`config.mk`:
```
export PLATFORM = sky130hd
export DESIGN_NAME = aes_inv_round_ctrl_flat
export DESIGN_NICKNAME = d
export VERILOG_FILES = /design/src/rtl/aes_inv_round_ctrl_if.sv /design/src/rtl/aes_inv_round_ctrl.sv /design/src/flat_wrapper.sv
export SDC_FILE = /design/constraint.sdc
export NUM_CORES = 1
export LEC_CHECK = 0
export BUFFER_PORTS_ARGS = -buffer_cell sky130_fd_sc_hd__clkbuf_2
export CAP_MARGIN = 20
export CORE_AREA = 2 2 213 215
export CTS_CLUSTER_DIAMETER = 200
export DETAILED_ROUTE_END_ITERATION = 12
export DIE_AREA = 0 0 215 217
export PLACE_DENSITY_LB_ADDON = 0.25
export RECOVER_POWER = 25
export SYNTH_ARGS = -nofsm -noshare
export SYNTH_HDL_FRONTEND = slang
export SYNTH_SLANG_ARGS = --single-unit
```
`constraint.sdc`:
```
create_clock -name clk_i -period 2.1 [get_ports clk_i]
set_input_delay 0.105 -clock clk_i [delete_from_list [all_inputs] [get_ports clk_i]]
set_output_delay 0.105 -clock clk_i [all_outputs]
set_load 0.02 [all_outputs]
```
`src/rtl/aes_inv_round_ctrl_if.sv`:
```
// Purpose : bundles the request, stage-handshake and status signals of the
//           AES inverse-round controller into one port.
// Ports   : start/ct (request), res/ry_* (stage results and readies),
//           en_*/st/rnd (stage drive), pt/busy/done/err (status).
// Latency : n/a (wiring only).
// Backpressure: n/a (wiring only).
interface aes_inv_round_ctrl_if;
  logic         start;
  logic [127:0] ct;
  logic [127:0] res;
  logic         ry_ark;
  logic         ry_isr;
  logic         ry_isb;
  logic         ry_imc;
  logic         en_ark;
  logic         en_isr;
  logic         en_isb;
  logic         en_imc;
  logic [127:0] st;
  logic [3:0]   rnd;
  logic [127:0] pt;
  logic         busy;
  logic         done;
  logic         err;

  // Host plus external stage datapath.
  modport master (
    output start, ct, res, ry_ark, ry_isr, ry_isb, ry_imc,
    input  en_ark, en_isr, en_isb, en_imc, st, rnd, pt, busy, done, err
  );

  // The round controller.
  modport slave (
    input  start, ct, res, ry_ark, ry_isr, ry_isb, ry_imc,
    output en_ark, en_isr, en_isb, en_imc, st, rnd, pt, busy, done, err
  );
endinterface

```
`src/rtl/aes_inv_round_ctrl.sv`:
```
// Purpose : sequences external AddRoundKey / InvShiftRows / InvSubBytes /
//           InvMixColumns stages through a full AES-128 decryption.
// Ports   : clk_i, rst_i (sync, active-high), bus (slave side of the interface).
// Latency : 41 edges Start-to-Done when every stage readies in its first cycle.
// Backpressure: each stage holds until its ready; a 4-bit watchdog forces ERR
//           once a stage has waited 15 cycles and is still not ready.
module aes_inv_round_ctrl (
  input  logic                  clk_i,
  input  logic                  rst_i,
  aes_inv_round_ctrl_if.slave   bus
);

  typedef enum logic [2:0] {
    S_IDLE, S_ARK, S_ISR, S_ISB, S_IMC, S_DONE, S_ERR
  } state_e;

  state_e       state_q, state_d;
  logic [127:0] st_q, st_d;
  logic [127:0] pt_q, pt_d;
  logic [3:0]   rnd_q, rnd_d;
  logic [3:0]   wd_q, wd_d;
  logic         ry_sel;

  always_ff @(posedge clk_i) begin
    if (rst_i) begin
      state_q <= S_IDLE;
      st_q    <= '0;
      pt_q    <= '0;
      rnd_q   <= '0;
      wd_q    <= '0;
    end else begin
      state_q <= state_d;
      st_q    <= st_d;
      pt_q    <= pt_d;
      rnd_q   <= rnd_d;
      wd_q    <= wd_d;
    end
  end

  always_comb begin
    state_d = state_q;
    st_d    = st_q;
    pt_d    = pt_q;
    rnd_d   = rnd_q;
    wd_d    = wd_q;

    // Only the ready of the stage currently enabled matters.
    case (state_q)
      S_ARK:   ry_sel = bus.ry_ark;
      S_ISR:   ry_sel = bus.ry_isr;
      S_ISB:   ry_sel = bus.ry_isb;
      S_IMC:   ry_sel = bus.ry_imc;
      default: ry_sel = 1'b0;
    endcase

    case (state_q)
      S_IDLE, S_DONE, S_ERR: begin
        wd_d = '0;
        if (bus.start) begin
          state_d = S_ARK;
          st_d    = bus.ct;
          rnd_d   = 4'd10;
        end
      end
      default: begin
        if (ry_sel) begin
          // Completion wins even on the cycle the watchdog would expire.
          st_d = bus.res;
          wd_d = '0;
          case (state_q)
            S_ARK: begin
              if (rnd_q == 4'd10) begin
                state_d = S_ISR;
              end else if (rnd_q == 4'd0) begin
                state_d = S_DONE;
                pt_d    = bus.res;
              end else begin
                state_d = S_IMC;
              end
              if (rnd_q != 4'd0) rnd_d = rnd_q - 4'd1;
            end
            S_ISR:   state_d = S_ISB;
            S_ISB:   state_d = S_ARK;
            S_IMC:   state_d = S_ISR;
            default: state_d = state_q;
          endcase
        end else if (wd_q == 4'd15) begin
          state_d = S_ERR;
          wd_d    = '0;
        end else begin
          wd_d = wd_q + 4'd1;
        end
      end
    endcase
  end

  assign bus.en_ark = (state_q == S_ARK);
  assign bus.en_isr = (state_q == S_ISR);
  assign bus.en_isb = (state_q == S_ISB);
  assign bus.en_imc = (state_q == S_IMC);
  assign bus.busy   = (state_q == S_ARK) || (state_q == S_ISR) ||
                      (state_q == S_ISB) || (state_q == S_IMC);
  assign bus.done   = (state_q == S_DONE);
  assign bus.err    = (state_q == S_ERR);
  assign bus.st     = st_q;
  assign bus.rnd    = rnd_q;
  assign bus.pt     = pt_q;

endmodule
```
`src/flat_wrapper.sv`:
```
// flat-port wrapper written by rule: the top's interface ports become plain ports
module aes_inv_round_ctrl_flat 
  (clk_i, rst_i, bus_start, bus_ct, bus_res, bus_ry_ark, bus_ry_isr, bus_ry_isb, bus_ry_imc, bus_en_ark, bus_en_isr, bus_en_isb, bus_en_imc, bus_st, bus_rnd, bus_pt, bus_busy, bus_done, bus_err);
  aes_inv_round_ctrl_if bus_i ();
  input  logic clk_i;
  input  logic rst_i;
  input wire logic [$bits(bus_i.start)-1:0] bus_start;
  input wire logic [$bits(bus_i.ct)-1:0] bus_ct;
  input wire logic [$bits(bus_i.res)-1:0] bus_res;
  input wire logic [$bits(bus_i.ry_ark)-1:0] bus_ry_ark;
  input wire logic [$bits(bus_i.ry_isr)-1:0] bus_ry_isr;
  input wire logic [$bits(bus_i.ry_isb)-1:0] bus_ry_isb;
  input wire logic [$bits(bus_i.ry_imc)-1:0] bus_ry_imc;
  output wire logic [$bits(bus_i.en_ark)-1:0] bus_en_ark;
  output wire logic [$bits(bus_i.en_isr)-1:0] bus_en_isr;
  output wire logic [$bits(bus_i.en_isb)-1:0] bus_en_isb;
  output wire logic [$bits(bus_i.en_imc)-1:0] bus_en_imc;
  output wire logic [$bits(bus_i.st)-1:0] bus_st;
  output wire logic [$bits(bus_i.rnd)-1:0] bus_rnd;
  output wire logic [$bits(bus_i.pt)-1:0] bus_pt;
  output wire logic [$bits(bus_i.busy)-1:0] bus_busy;
  output wire logic [$bits(bus_i.done)-1:0] bus_done;
  output wire logic [$bits(bus_i.err)-1:0] bus_err;
  assign bus_i.start = bus_start;
  assign bus_i.ct = bus_ct;
  assign bus_i.res = bus_res;
  assign bus_i.ry_ark = bus_ry_ark;
  assign bus_i.ry_isr = bus_ry_isr;
  assign bus_i.ry_isb = bus_ry_isb;
  assign bus_i.ry_imc = bus_ry_imc;
  assign bus_en_ark = bus_i.en_ark;
  assign bus_en_isr = bus_i.en_isr;
  assign bus_en_isb = bus_i.en_isb;
  assign bus_en_imc = bus_i.en_imc;
  assign bus_st = bus_i.st;
  assign bus_rnd = bus_i.rnd;
  assign bus_pt = bus_i.pt;
  assign bus_busy = bus_i.busy;
  assign bus_done = bus_i.done;
  assign bus_err = bus_i.err;
  aes_inv_round_ctrl u_core (.clk_i(clk_i), .rst_i(rst_i), .bus(bus_i));
endmodule
```
==> metrics.md, run 1 <==
| Metric | Value |
|---|---|
| Placed cells | 2,798 |
| CTS tree | built |
| Worst Skew | 0.02195 ns |
| Die Width | 215 µm |
| Final wirelength | 57,920 µm |
| Maximum clock path buffer count | 3 |
| Max Freq | 0.4861 GHz |
| Startpoint Class | flip-flop |
| Mapped Area | 15,320 µm² |
| Vias/cell | 5.276 |
| Total Die Area | 46,660 µm² |
| Wire length of the first global-routing pass | 89,510 µm |
| Crit path arrival time | 1.95 ns |
| Setup TNS | 0 ns |
| Clock sinks | 267 |
| RePlAce Congestion | 0.8357 |
| Setup repair after global routing missed its margin | yes |
| Tmin final | 2.057 ns |
| IO Count | 530 |
| Initial antenna violation count | 4 |
| GRT Total Usage | 0.2368 |
| Tot Pwr | 17.55 mW |
| Clock slew at reported path FFs | 0.06 ns |
| Main synth FF type | dfxtp_1 |
| Post-Syn Instances | 1,798 |
| I/O Buffers | 529 |
| Outcome | complete, no violations |
| Synth async-reset ratio | 0 |
| Tcrit/Tclk final | 0.9795 |
| Detailed-route via count | 16,280 |
| Max Slew Vio Count | 0 |
| Fin cells | 3,085 |
| H-tree depth | 2 |
| HPWL after DPL | 37,680 µm |
| Iteration count of the initial detailed-routing pass | 5 |
| Final Cell Area | 21,930 µm² |
| Initial Util | 0.3428 |
| Final Util | 0.4905 |
| Vias in the first global route | 16,130 |
| Worst-Skew Late Latency | 0.55 ns |
| Placement Setup Slack | 0.1435 ns |
| Synthesized flop and latch total | 267 |
| Max IR drop VDD | 545.2 µV |
| EDFF count, synth | 0 |
| Critical Path Sink Type | output pin |
| CTS root buf | clkbuf_16 |
| Worst min-delay path class | in -> reg |
| Hold Slack | 0.01426 ns |
| Post-route setup slack | 0.04298 ns |
| Wire per inst | 18.78 µm |
| Sequential share of the synthesized area | 0.3488 |
| Area Growth Syn to Fin | 43.09% |
| Largest area contributor in the netlist | dfxtp_1 |
| Num rows | 78 |
| Worst slew pin tran | 0.7990 ns |
| Top cells by area, synth | dfxtp_1 35%, mux2_2 9.4%, mux2i_1 8.5% |
| Std-Cell Core Area | 44,700 µm² |
| Synth Net Count | 2,064 |
| Die H | 217 µm |
| Final hold vios | 0 |
| Synth top area share | 0.3488 |
| Yosys cell types | 43 |
| Cts bufs inserted | 35 |
| Crit Path Max Fanout | 30 |
| Initial DRC count | 1,171 |
| Static leakage | 9.616 nW |
| Post-route DRC | 0 |
| Average size of a mapped cell | 8.522 µm² |
| # nets final | 2,729 |
| DRT antenna net count | 0 |
| GRT overflow | 0 |
| Worst EP required | 2.00 ns |
| Placement Cell Area | 18,590 µm² |
| Share of cells above drive strength 1 | 0.2601 |
| Slew Limit Headroom | 0.4673 |
| Pin count of the biggest net entering global routing | 100 |
| Setup Crit Path Kind | reg -> out |
| Final setup fails | 0 |
| Power Density | 800.5 nW/µm² |
| Max_cap viols | 0 |
| Yosys warns | 0 |
worst max-delay path, stage by stage, from the launching register on:
cell and delay (ns):
dfxtp_4 0.37, or3_4 0.47, buf_16 0.20, and2_1 0.20, clkbuf_2 0.16
final timing paths:
check / end / start / slack, ns / depth (start not counted)
min: u_core.bus.st[80] / bus_ct[80] / 0.01 / 4
min reg2reg: u_core.wd_q[0] / u_core.wd_q[0] / 0.45 / 1
max: bus_busy / u_core.state_q[1] / 0.04 / 4
max reg2reg: u_core.bus.st[58] / u_core.state_q[0] / 0.07 / 6
layer usage:
metal  track usage  share of wire  vias to the layer above
li1              -              -                     7732
met1        0.2884           0.41                     7791
met2        0.4045           0.48                      595
met3       0.05031          0.063                      154
met4        0.1011          0.042                        6
met5             0        0.00066                        -
power by group:
group / internal [mW] / leakage [nW] / switching [mW]
Clock: 3.43 / 0.539 / 2.38
Sequential: 5.65 / 2.19 / 0.347
Combinational: 2.50 / 6.89 / 3.24
logic make-up (layout without fill, tap and decap cells):
logic type	Yosys count	after routing	synth area share
flops	267	267	0.3488
buf+inv	309	995	0.08631
fa+ha+maj	4	4	0.003185
xor+xnor	5	5	0.002858
compound gates	530	530	0.2497
simple gates	425	425	0.1302
other cells	0	1	0
mux	258	258	0.1790
flip-flops by register name, summed over array words and instances (netlist names):
register,count
u_core.bus.st,128
u_core.state_q,3
u_core.bus.rnd,4
u_core.bus.pt,128
u_core.wd_q,4
area by class of cell:
cell class,count,area (µm²)
fillers,4309,22770
multi-input cells,1222,8688
repair buffers,804,5548
flip-flops and latches,267,5356
clock buffers,46,989.7
well taps,600,750.7
inverters,133,499.2
clock inverters,12,91.34
diodes,1,2.502
placed cells by master (no fill, tap or decap), types with 3 or more instances in the layout:
cell,netlist,final
dfxtp_1,267,264
clkbuf_2,0,396
nor2_1,13,13
o22ai_1,128,128
a21oi_1,130,130
mux2i_1,130,130
a221o_1,128,128
clkbuf_8,0,3
nand2b_1,131,130
dfxtp_4,0,3
buf_16,0,6
nand2_1,262,261
mux2_2,128,128
inv_1,133,133
buf_12,0,18
o21bai_1,129,129
clkinv_2,0,9
clkbuf_16,0,38
nand3_1,3,3
clkbuf_1,106,138
dlygate4sd3_1,0,218
xnor2_1,3,3
buf_4,1,28
ha_1,3,3
bufbuf_16,0,3
synth_stat cells (13+ instances only):
library cell and count:
a221o_1 128, mux2_2 128, buf_6 14, nand2_1 262, buf_2 43, dfxtp_1 267, clkbuf_1 106, inv_1 133
nand2b_1 131, mux2i_1 130, a21oi_1 130, o22ai_1 128, o21bai_1 129, nor2_1 13
repair_timing:
action	4_1_cts	5_1_grt
gates resized for setup	8	4
hold endpoints to repair	261	0
pin swaps	1	2
buffers inserted	6	0
cloned	3	1
hold buffers	218	0
endpoints found under the setup margin	2	6
Power figures use the tool's default switching activity.
==> inputs of run 2 (changes only) <==
--- a/config.mk
+++ b/config.mk
@@ -13,6 +13,7 @@
 export DIE_AREA = 0 0 215 217
 export PLACE_DENSITY_LB_ADDON = 0.25
 export RECOVER_POWER = 25
+export REMOVE_ABC_BUFFERS = 1
 export SYNTH_ARGS = -nofsm -noshare
 export SYNTH_HDL_FRONTEND = slang
 export SYNTH_SLANG_ARGS = --single-unit
==> run 2 against run 1 <==
Hold slack gained 0.020 ns. Core utilization grew 0.19 points. Total power grew 1.8%. Clock skew shrank 0.0064 ns. Critical path depth grew 1. Maximum frequency shrank 0.46%. Final cell count grew 0.36%. Final area grew 0.38%. Clock-buffer cell count grew 2. Highest routed layer is now met4. Flip-flop and latch count is the same. Wire length shrank 3.2%. Combinational power shrank 2%.
==> metrics.md, run 2 (synthesis results as in run 1) <==
| Metric | Value |
|---|---|
| Die H | 217 µm |
| Register area | 5356 µm² |
| Wire length of the first global-routing pass | 86,280 µm |
| Crit Path Max Fanout | 128 |
| Clock sinks | 267 |
| Worst R2R End | u_core.bus.st[79] |
| Hold Startpoint | bus_ct[23] |
| Placement Setup Slack | 0.01131 ns |
| Final Cell Area | 22,010 µm² |
| Initial antenna violation count | 1 |
| Setup repair after global routing missed its margin | yes |
| Critical path buffers and inverters | 2 |
| Clock slew at reported path FFs | 0.06 ns |
| DRT antenna net count | 0 |
| Critical path's slowest cell | dfxtp_4 |
| Vias in the first global route | 16,160 |
| Max Slew Vio Count | 0 |
| Final hold vios | 0 |
| Worst EP required | 2.55 ns |
| GRT Total Usage | 0.2262 |
| Detailed-route via count | 16,320 |
| Max_cap viols | 0 |
| Tmin final | 2.067 ns |
| RePlAce Congestion | 0.8356 |
| Reg2reg start | u_core.state_q[2] |
| Std-Cell Core Area | 44,700 µm² |
| Worst slew pin tran | 0.9123 ns |
| Multi-input gate area | 8688 µm² |
| Most frequent cells in the layout | 395 x clkbuf_2, 264 x dfxtp_1, 261 x nand2_1, 240 x dlygate4sd3_1, 136 x clkbuf_1 |
| Outcome | complete, no violations |
| CTS tree | built |
| Share of cells above drive strength 1 | 0.2553 |
| Hold depth | 4 |
| I/O Buffers | 529 |
| Placement Cell Area | 18,450 µm² |
| Pin count of the biggest net entering global routing | 159 |
| Tcrit/Tclk final | 0.9841 |
| Maximum clock path buffer count | 3 |
| Worst R2R Setup Slack | 0.03 ns |
| Total Die Area | 46,660 µm² |
| Worst min-delay path class | in -> reg |
| Setup Crit Path Kind | reg -> reg |
| CP peak stage delay | 0.47 ns |
| Power Density | 811.5 nW/µm² |
| Worst Skew | 0.01552 ns |
| Initial DRC count | 1,004 |
| Static leakage | 9.633 nW |
| Post-route setup slack | 0.03339 ns |
| IO Count | 530 |
| Area Growth Syn to Fin | 43.64% |
| Iteration count of the initial detailed-routing pass | 6 |
| GRT overflow | 0 |
| H-tree depth | 2 |
| Critical Path Sink Type | flip-flop |
| Tot Pwr | 17.86 mW |
| Worst-Skew Late Latency | 0.54 ns |
| Critical-path cell list | inv_1 -> maj3_4 -> buf_12 -> a221o_1 -> mux2i_1 |
| Wire per inst | 18.12 µm |
| Vias/cell | 5.270 |
| CTS root buf | clkbuf_16 |
| Post-route DRC | 0 |
| Filler instances | 4,350 |
| Startpoint Class | flip-flop |
| Max IR drop VDD | 509.7 µV |
| Num rows | 78 |
| Cts bufs inserted | 35 |
| HPWL after DPL | 34,980 µm |
| Max Freq | 0.4839 GHz |
| Final Util | 0.4924 |
| Setup TNS | 0 ns |
| # nets final | 2,740 |
| Initial Util | 0.3428 |
| CP delay by family, top | flip-flops |
| R2R depth | 5 |
| Final setup fails | 0 |
| Die Width | 215 µm |
| Worst hold endpoint | u_core.bus.st[23] |
| Slew Limit Headroom | 0.3918 |
| Crit path arrival time | 2.52 ns |
| Final wirelength | 56,090 µm |
| Most common cell after layout, fill and taps aside | clkbuf_2 |
-- run 2: final cells by class --
| cell class | count | share of cell area |
|---|---|---|
| tap | 600 | 0.03411 |
| inverter | 133 | 0.02268 |
| clock buffer | 48 | 0.04809 |
| timing repair buffer | 815 | 0.2511 |
| multi-input combinational | 1222 | 0.3947 |
| antenna | 1 | 0.0001137 |
| sequential | 267 | 0.2434 |
| clock inverter | 10 | 0.005798 |
-- run 2: per-layer routing --
metal / routed length (µm) / global-route usage / up-vias
li1: - / - / 7744
met1: 23330 / 0.2728 / 7795
met2: 26770 / 0.3864 / 625
met3: 3349 / 0.04151 / 152
met4: 2641 / 0.1152 / 0
met5: 0 / 0 / -
-- run 2: how the worst max path moves through the flow --
stage	from	end	slack, ns	depth (start not counted)
floorplan	u_core.state_q[0]	u_core.bus.st[0]	-9.38	4
global placement	u_core.state_q[2]	u_core.state_q[1]	-0.004	5
detailed placement	u_core.state_q[2]	u_core.state_q[1]	0.01	5
CTS	u_core.state_q[2]	bus_busy	0.003	4
global route	u_core.state_q[2]	u_core.bus.st[4]	-0.002	5
finish	u_core.state_q[2]	u_core.bus.st[79]	0.03	5
-- run 2: worst register-to-register path: cells and delay by family (launching register included) --
kind            cells  cell delay, ns
mux                 1            0.12
fa+ha+maj           1            0.37
buf+inv             2            0.40
compound gates      1            0.63
flops               1            0.47
-- run 2: what timing repair did --
action,in CTS,in global routing
hold buffers,240,0
gates resized for setup,8,0
setup endpoints to repair,4,2
cloned,1,2
pin swaps,0,1
buffers inserted,0,2
hold endpoints to repair,261,0
-- run 2: report_power, final --
part / internal [mW] / leakage, nW / total, mW / switching [mW]
combinational: 2.42 / 6.86 / 5.62 / 3.20
sequential: 5.65 / 2.19 / 6.00 / 0.343
clock: 3.87 / 0.588 / 6.24 / 2.37
-- run 2: metrics by stage --
stage / hold WS [ns] / std cells
after floorplan: 0.1741 / 1622
after global placement: 0.3588 / 2792
after detailed placement: 0.3676 / 2792
after CTS: 0.00009731 / 3091
after global routing: 0.02811 / 3096
final: 0.03420 / 3096
